`config.mk`:
```
export PLATFORM = sky130hd
export DESIGN_NAME = nonce_result_fifo
export DESIGN_NICKNAME = d
export VERILOG_FILES = /design/src/rtl/miner_pkg.sv /design/src/rtl/sync_fifo.sv /design/src/rtl/nonce_result_fifo.sv
export SDC_FILE = /design/constraint.sdc
export NUM_CORES = 1
export LEC_CHECK = 0
export CORE_ASPECT_RATIO = 1.4
export CORE_UTILIZATION = 35
export DETAILED_ROUTE_END_ITERATION = 10
export HOLD_SLACK_MARGIN = 0.05
export PLACE_DENSITY = 0.65
export SLEW_MARGIN = 10
export SYNTH_ARGS = -nofsm -noshare
export SYNTH_HDL_FRONTEND = slang
export SYNTH_SLANG_ARGS = --single-unit
```
`constraint.sdc`:
```
create_clock -name clk -period 6.1 [get_ports clk]
set_clock_uncertainty 0.1 [all_clocks]
set_input_delay 1.525 -clock clk [delete_from_list [all_inputs] [get_ports clk]]
set_output_delay 1.525 -clock clk [all_outputs]
set_load 0.02 [all_outputs]
```
`src/rtl/miner_pkg.sv`:
```
// miner_pkg: shared types and register map for the miner result path.
package miner_pkg;
    localparam int NONCE_W = 32;
    typedef struct packed {
        logic               found;
        logic [NONCE_W-1:0] nonce;
    } nonce_result_t;
    localparam logic [3:0] NRF_ADDR_B0      = 4'd0;
    localparam logic [3:0] NRF_ADDR_STATUS  = 4'd4;
    localparam logic [3:0] NRF_ADDR_COUNT   = 4'd5;
    localparam logic [3:0] NRF_ADDR_DROPPED = 4'd6;
    localparam logic [3:0] NRF_ADDR_CTRL    = 4'd8;
    localparam logic [3:0] NRF_ADDR_FLUSH   = 4'd9;
    localparam int NRF_ST_EMPTY = 0;
    localparam int NRF_ST_FULL  = 1;
    localparam int NRF_ST_OVF   = 2;
    function automatic logic [7:0] nrf_byte(input logic [NONCE_W-1:0] n, input logic [1:0] i);
        return n[i*8 +: 8];
    endfunction
endpackage

```
`src/rtl/sync_fifo.sv`:
```
// sync_fifo: single-clock FIFO with registered count/full/empty and flush.
module sync_fifo #(
    parameter int W     = 32,
    parameter int DEPTH = 8,
    localparam int AW   = $clog2(DEPTH)
) (
    input  logic          clk,
    input  logic          reset,
    input  logic          flush,
    input  logic          push,
    input  logic          pop,
    input  logic [W-1:0]  din,
    output logic [W-1:0]  dout,
    output logic [AW:0]   count,
    output logic          full,
    output logic          empty
);
    logic [W-1:0]  mem_q [DEPTH];
    logic [AW-1:0] wr_q, wr_d, rd_q, rd_d;
    logic [AW:0]   cnt_q, cnt_d;
    logic          full_q, full_d, empty_q, empty_d, do_push, do_pop;
    always_comb begin
        do_pop  = pop && !empty_q;
        do_push = push && (!full_q || do_pop);
        wr_d    = flush ? '0 : wr_q + AW'(do_push);
        rd_d    = flush ? '0 : rd_q + AW'(do_pop);
        cnt_d   = flush ? '0 : cnt_q + (AW+1)'(do_push) - (AW+1)'(do_pop);
        full_d  = cnt_d == (AW+1)'(DEPTH);
        empty_d = cnt_d == '0;
    end
    always_ff @(posedge clk) begin
        if (reset) begin
            wr_q    <= '0;
            rd_q    <= '0;
            cnt_q   <= '0;
            full_q  <= 1'b0;
            empty_q <= 1'b1;
        end else begin
            wr_q    <= wr_d;
            rd_q    <= rd_d;
            cnt_q   <= cnt_d;
            full_q  <= full_d;
            empty_q <= empty_d;
        end
    end
    always_ff @(posedge clk) begin
        if (do_push && !flush && !reset) mem_q[wr_q] <= din;
    end
    assign dout  = mem_q[rd_q];
    assign count = cnt_q;
    assign full  = full_q;
    assign empty = empty_q;
endmodule

```
`src/rtl/nonce_result_fifo.sv`:
```
// nonce_result_fifo: queues golden nonces for software readout over a byte-wide slave.
// Define NONCE_DEDUP_EN to collapse a held found level with an unchanged nonce into one entry.
module nonce_result_fifo
    import miner_pkg::*;
#(
    parameter int DEPTH = 8
) (
    input  logic                 clk,
    input  logic                 reset,
    input  logic [NONCE_W:0]     nonce_in,
    input  logic                 flush,
    input  logic                 chipselect,
    input  logic                 read,
    input  logic                 write,
    input  logic [3:0]           address,
    input  logic [7:0]           writedata,
    output logic [7:0]           readdata,
    output logic                 nonce_irq
);
    localparam int AW = $clog2(DEPTH);
    nonce_result_t      hit;
    logic               wr_en, pop_req, clr_req, flush_all, hit_ok, push, drop;
    logic [NONCE_W-1:0] head;
    logic [AW:0]        count;
    logic               full, empty, ovf_q, ovf_d;
    logic [7:0]         drop_q, drop_d, drop_base, status, reg_val, rd_q, rd_d;
    assign hit       = nonce_in;
    assign wr_en     = chipselect && write;
    assign pop_req   = wr_en && address == NRF_ADDR_CTRL && writedata[0];
    assign clr_req   = wr_en && address == NRF_ADDR_CTRL && writedata[1];
    assign flush_all = flush || (wr_en && address == NRF_ADDR_FLUSH && writedata[0]);
`ifdef NONCE_DEDUP_EN
    logic [NONCE_W-1:0] last_q;
    logic               prev_q;
    assign hit_ok = hit.found && (!prev_q || hit.nonce != last_q);
    always_ff @(posedge clk) begin
        if (reset || flush_all) begin
            last_q <= '0;
            prev_q <= 1'b0;
        end else begin
            prev_q <= hit.found;
            if (hit_ok) last_q <= hit.nonce;
        end
    end
`else
    assign hit_ok = hit.found;
`endif
    assign push = hit_ok && !flush_all;
    sync_fifo #(.W(NONCE_W), .DEPTH(DEPTH)) u_fifo (
        .clk   (clk),
        .reset (reset),
        .flush (flush_all),
        .push  (push),
        .pop   (pop_req),
        .din   (hit.nonce),
        .dout  (head),
        .count (count),
        .full  (full),
        .empty (empty)
    );
    // a pop frees the slot a simultaneous push needs, so only an unpopped full push drops
    always_comb begin
        drop      = push && full && !pop_req;
        drop_base = clr_req ? 8'h00 : drop_q;
        drop_d    = drop_base + 8'(drop && drop_base != 8'hFF);
        ovf_d     = drop || (ovf_q && !clr_req);
        status    = '0;
        status[NRF_ST_EMPTY] = empty;
        status[NRF_ST_FULL]  = full;
        status[NRF_ST_OVF]   = ovf_q;
        reg_val   = address < NRF_ADDR_STATUS ? (empty ? 8'h00 : nrf_byte(head, address[1:0])) :
                    address == NRF_ADDR_STATUS  ? status :
                    address == NRF_ADDR_COUNT   ? 8'(count) :
                    address == NRF_ADDR_DROPPED ? drop_q : 8'h00;
        rd_d      = (chipselect && read) ? reg_val : rd_q;
    end
    always_ff @(posedge clk) begin
        if (reset) begin
            ovf_q  <= 1'b0;
            drop_q <= '0;
            rd_q   <= '0;
        end else begin
            ovf_q  <= ovf_d;
            drop_q <= drop_d;
            rd_q   <= rd_d;
        end
    end
    assign readdata  = rd_q;
    assign nonce_irq = !empty;
    wire unused_ok = &{1'b0, writedata[7:2]};
endmodule

```
Word-level counts from Yosys, hierarchy flattened
Memory sizes are Yosys's and may differ from the RTL's. A register that Yosys moved wholly into a read port is not among the register bits.
Cells that the tools add are included.
- bits in registers: 29
- memory bits (writable): 256
- input bits: 51
- output and inout bits: 9
- logic and storage cells: 60
- memories: 1
- memory list (memory ; depth ; bits a word ; rd ports ; clocked after memory_dff ; wr ports ; RTL line ; source):
    u_fifo.mem_q ; 8 ; 32 ; 1 ; 1 ; 1 ; sync_fifo.sv:18 ; logic [W-1:0] mem_q [DEPTH];
- add/subtract/negate cells: 5
- magnitude comparators: 1
- equal/unequal tests: 7
- shift-type cells: 1
- muxes and demuxes: 10
- reduce and logical (&&, ||, !) cells: 27
- operators by type and width (kind ; count):
    two-way mux 8 bit ; 6
    indexed part select 32 x 6 -> 8 bit ; 1
    logical AND 1 bit ; 16
    equality test 4 x 3 -> 1 bit, second input constant ; 3
    equality test 4 bit, second input constant ; 3
    adder 8 x 1 -> 8 bit ; 1
    inequality test 8 bit, second input constant ; 1
    adder 3 x 1 -> 3 bit ; 2
    zero test 1 bit ; 6
    adder 4 x 1 -> 4 bit ; 1
    zero test 4 bit ; 1
    less-than comparator 4 x 3 -> 1 bit, second input constant ; 1
    two-way mux 4 bit ; 1
    subtractor 4 x 1 -> 4 bit ; 1
    logical OR 1 bit ; 3
    two-way mux 3 bit ; 1
    two-way mux 1 bit ; 2
    OR reduction 2 bit ; 1

Depth between registers and ports, before layout
- word-level depth: 11
- gate-level depth with buffers: 11
- gate-level depth less buffers: 10

By module
Synthesis repeated with hierarchy kept, for this count alone.
- cells, all modules: 553
- area, all modules: 11602.4 um^2
- by module, submodules not included (module ; times used ; cells an instance ; area an instance (um^2) ; seq. area each (um^2)):
    sync_fifo ; 1 ; 436 ; 10441.3 ; 7927.6
    nonce_result_fifo ; 1 ; 117 ; 1161.1 ; 340.3

Least setup slack after synthesis
No wires, ideal clock.
- path kind: input -> register
- start: input address[0]
- end: memory u_fifo.mem_q[1][0], enable pin
- setup time: 501 ps
- data arrival time: 5806 ps
- data required time: 5499 ps
- slack: -308 ps
- stages on the path: 6
- path buffers: 1
- cell sequence: buf_2 > nor2_4 > nand4_1 > a2111oi_4 > nand2_1 > nor4_1
- word-level cells in the longest chain between the ends: 11
- elaborated cells on any way between the ends: 16
- those cells by class: 2 x eq/ne; 2 x mux; 12 x reduce/logical
- ends and longest elaborated chain (what ; RTL line ; source):
    start, declared ; nonce_result_fifo.sv:15 ; input logic [3:0] address,
    equality test 4 bit ; nonce_result_fifo.sv:31 ; assign flush_all = flush || (wr_en && address == NRF_ADDR_FLUSH && writedata[0]);
    logical AND 1 bit (2 in series) ; nonce_result_fifo.sv:31 ;
    logical OR 1 bit ; nonce_result_fifo.sv:31 ;
    zero test 1 bit ; sync_fifo.sv:47, nonce_result_fifo.sv:48 ;
    logical AND 1 bit ; nonce_result_fifo.sv:48 ; assign push = hit_ok && !flush_all;
    logical AND 1 bit ; sync_fifo.sv:24 ; do_push = push && (!full_q || do_pop);
    logical AND 1 bit (*) (2 in series) ; sync_fifo.sv:47 ; if (do_push && !flush && !reset) mem_q[wr_q] <= din;
    two-way mux 1 bit (*) ; sync_fifo.sv:47 ;
    two-way mux 1 bit (implied by the code) (*) ; sync_fifo.sv:47 ;
    end, declared ; sync_fifo.sv:18 ;
Every way passes the cells marked *; elsewhere a longest branch is shown, timed or not.

Final worst setup path
- start: input address[0]
- end: memory u_fifo.mem_q[4][15], enable pin
Same word-level chain as after synthesis.

==> impl_metrics.json <==
{
  "cts_made_buffers": 28,
  "ioPinCount": 60,
  "h-tree-depth": 1,
  "synth_edf_count": 256,
  "grt_pass1_wl_um": 36500,
  "synth_fp_nets": 754,
  "initial_core_util_pct": 35.8,
  "ys_seq_elements": 285,
  "async_flop_share_pct": 0,
  "slew_headroom_pct": 27.5,
  "routed_wl_um": 23900,
  "syn-instance-count": 694,
  "start_kind": "input pin",
  "path_class": "in -> reg",
  "status": "complete, no violations",
  "cp.required_ns": 6.18,
  "yosysSeqAreaShare_pct": 72.9,
  "power_uw": 3920,
  "synth.distinct_cells": 40,
  "cp.arrival_ns": 4.87,
  "drc_errors": 0,
  "hold_buffers": 0,
  "grtUsageTotal_pct": 14.5,
  "fillerInstances": 2762,
  "mostFrequentLayoutCell": "edfxtp_1",
  "rsz0062_at_grt": "false",
  "firstDrtPassIters": 5,
  "die_x_um": 154,
  "hold_viol_final": 0,
  "gp_congestion": 0.802,
  "tns_ns": 0,
  "viasPerCell": 5.19,
  "fin_crit_sh_pct": 78.4,
  "area_delta_synth_final_pct": 17.5,
  "cts_sinks": 285,
  "seq_area_mm2": 0.00827,
  "setup_slack_ns": 1.32,
  "post_cts_resized": 0,
  "worstPathMaxFanout": 24,
  "multiInputGateArea_mm2": 0.00296,
  "synth_area_mm2": 0.0113,
  "leakage_uw": 0.00402,
  "layout_common_cells": "256 x edfxtp_1, 124 x mux2i_1, 59 x a22oi_1",
  "root_buffer": "clkbuf_16",
  "avgRoutedWirePerCell_um": 20.3,
  "dp_slack_ns": 0.718,
  "drv_cap": 0,
  "yosys.area.top_type_share_pct": 67.8,
  "fp-row-count": 77,
  "final_antenna_net_count": 0,
  "powerDensity_mw_per_mm2": 294,
  "cts_tree": "done",
  "antenna_found_initial": 0,
  "slew_viol_final": 0,
  "min_period_ns": 4.78,
  "n_antenna_cell": 0,
  "grt_max_degree": 54,
  "clk_pin_slew_ns": 0.06,
  "clock_path_buffers": 3,
  "layout.nets": 822,
  "ir_worst_vdd_v": 0.000182,
  "overflow": 0,
  "io_buffers": 53,
  "yosys.area.top_type": "edfxtp_1",
  "drive_gt1_share_pct": 9.71,
  "cts.repair_timing.setup_buffer_count": 0,
  "vias": 6119,
  "synth.area.top_cells": "edfxtp_1 68%, mux2i_1 11%, dfxtp_1 5.1%",
  "clock_latency_ns": 0.53,
  "synth_ff_type": "edfxtp_1",
  "die_h_um": 215,
  "worst_slew_pin_slew_ns": 1.09,
  "avgSynthCellArea_um2": 16.3,
  "setup_violations": 0,
  "yosysWarnings": 0,
  "core_area_mm2": 0.0317,
  "grt_pass1_vias": 6371,
  "max_freq_mhz": 209,
  "hold_path.class": "reg -> reg",
  "hpwl_um": 14600,
  "drt_iter0_drc": 316,
  "die-area_mm2": 0.0332,
  "end_kind": "flip-flop"
}
-- critical path, cell delays in order --
cell             delay (ns)
clkdlybuf4s50_1        0.59
nor2_4                 0.36
nand4_1                0.34
a2111oi_4              0.55
nand2b_1               0.30
nor3_2                 0.66
buf_4                  0.51
-- cell families (layout without fill, tap and decap cells) --
family          count (synthesis)  in the layout  share of synthesized area (%)
compound gates                 88             88                           5.65
xor+xnor                       13             13                           1.00
fa+ha+maj                       9              9                           1.06
buf+inv                        42            131                           1.70
flops                         285            285                           72.9
mux                           130            130                           11.9
simple gates                  127            127                           5.79
-- layer usage --
layer,global-route usage (%),part of all wire [%],up-vias
met4,5.10,2.3,0
met5,0,0,-
met1,16.9,41,3100
met3,2.28,4.3,44
met2,26.7,53,125
li1,-,-,2850
-- flip-flops by register name, indices dropped and copies added (netlist names) --
name / count
u_fifo.empty: 1
ovf_q: 1
u_fifo.full: 1
u_fifo.rd_q: 3
drop_q: 8
u_fifo.wr_q: 3
u_fifo.mem_q: 256
u_fifo.count: 4
readdata: 8
-- final timing paths --
kind / cells past startpoint / slack [ns] / endpoint / from
max: 7 / 1.32 / u_fifo.mem_q[4][15] / address[0]
min: 2 / 0.37 / ovf_q / ovf_q
max reg2reg: 6 / 2.88 / readdata[3] / u_fifo.rd_q[1]
min reg2reg: 2 / 0.37 / ovf_q / ovf_q
-- where the power goes --
part | internal [uW] | total (uW) | leakage [uW] | switching [uW]
registers | 2130 | 2140 | 0.00254 | 2.86
logic | 44.6 | 107 | 0.00105 | 62.6
clock network | 993 | 1680 | 0.000431 | 684
total | 3170 | 3920 | 0.00402 | 749
-- stage by stage --
step / cells / hold slack (ns) / area, um^2 / util (%)
finish: 1178 / 0.367 / 13300 / 42.1
global route: 1178 / 0.402 / 13300 / 42.1
CTS: 1178 / 0.365 / 13300 / 42.1
detailed placement: 1127 / 0.353 / 12400 / 39.2
global placement: 1127 / 0.356 / 12400 / 39.2
floorplan: 694 / 0.336 / 11400 / -
-- cell type report --
type / instances / share of cell area [%]
Clock buffer: 37 / 5.67
Clock inverter: 14 / 1.08
Inverter: 7 / 0.197
Multi-Input combinational cell: 367 / 22.2
Sequential cell: 285 / 62.1
Tap cell: 395 / 3.71
Timing Repair Buffer: 73 / 5.11
-- Yosys cell counts, types with 8 or more instances --
cell,n
nand3_1,30
mux2i_1,124
ha_1,8
dfxtp_1,29
a22oi_1,59
a21oi_1,9
clkbuf_1,15
and2_1,10
buf_2,16
edfxtp_1,256
nand2_1,25
nor2_1,23
xnor2_1,9
No activity file was read; power rests on OpenSTA's default activity.
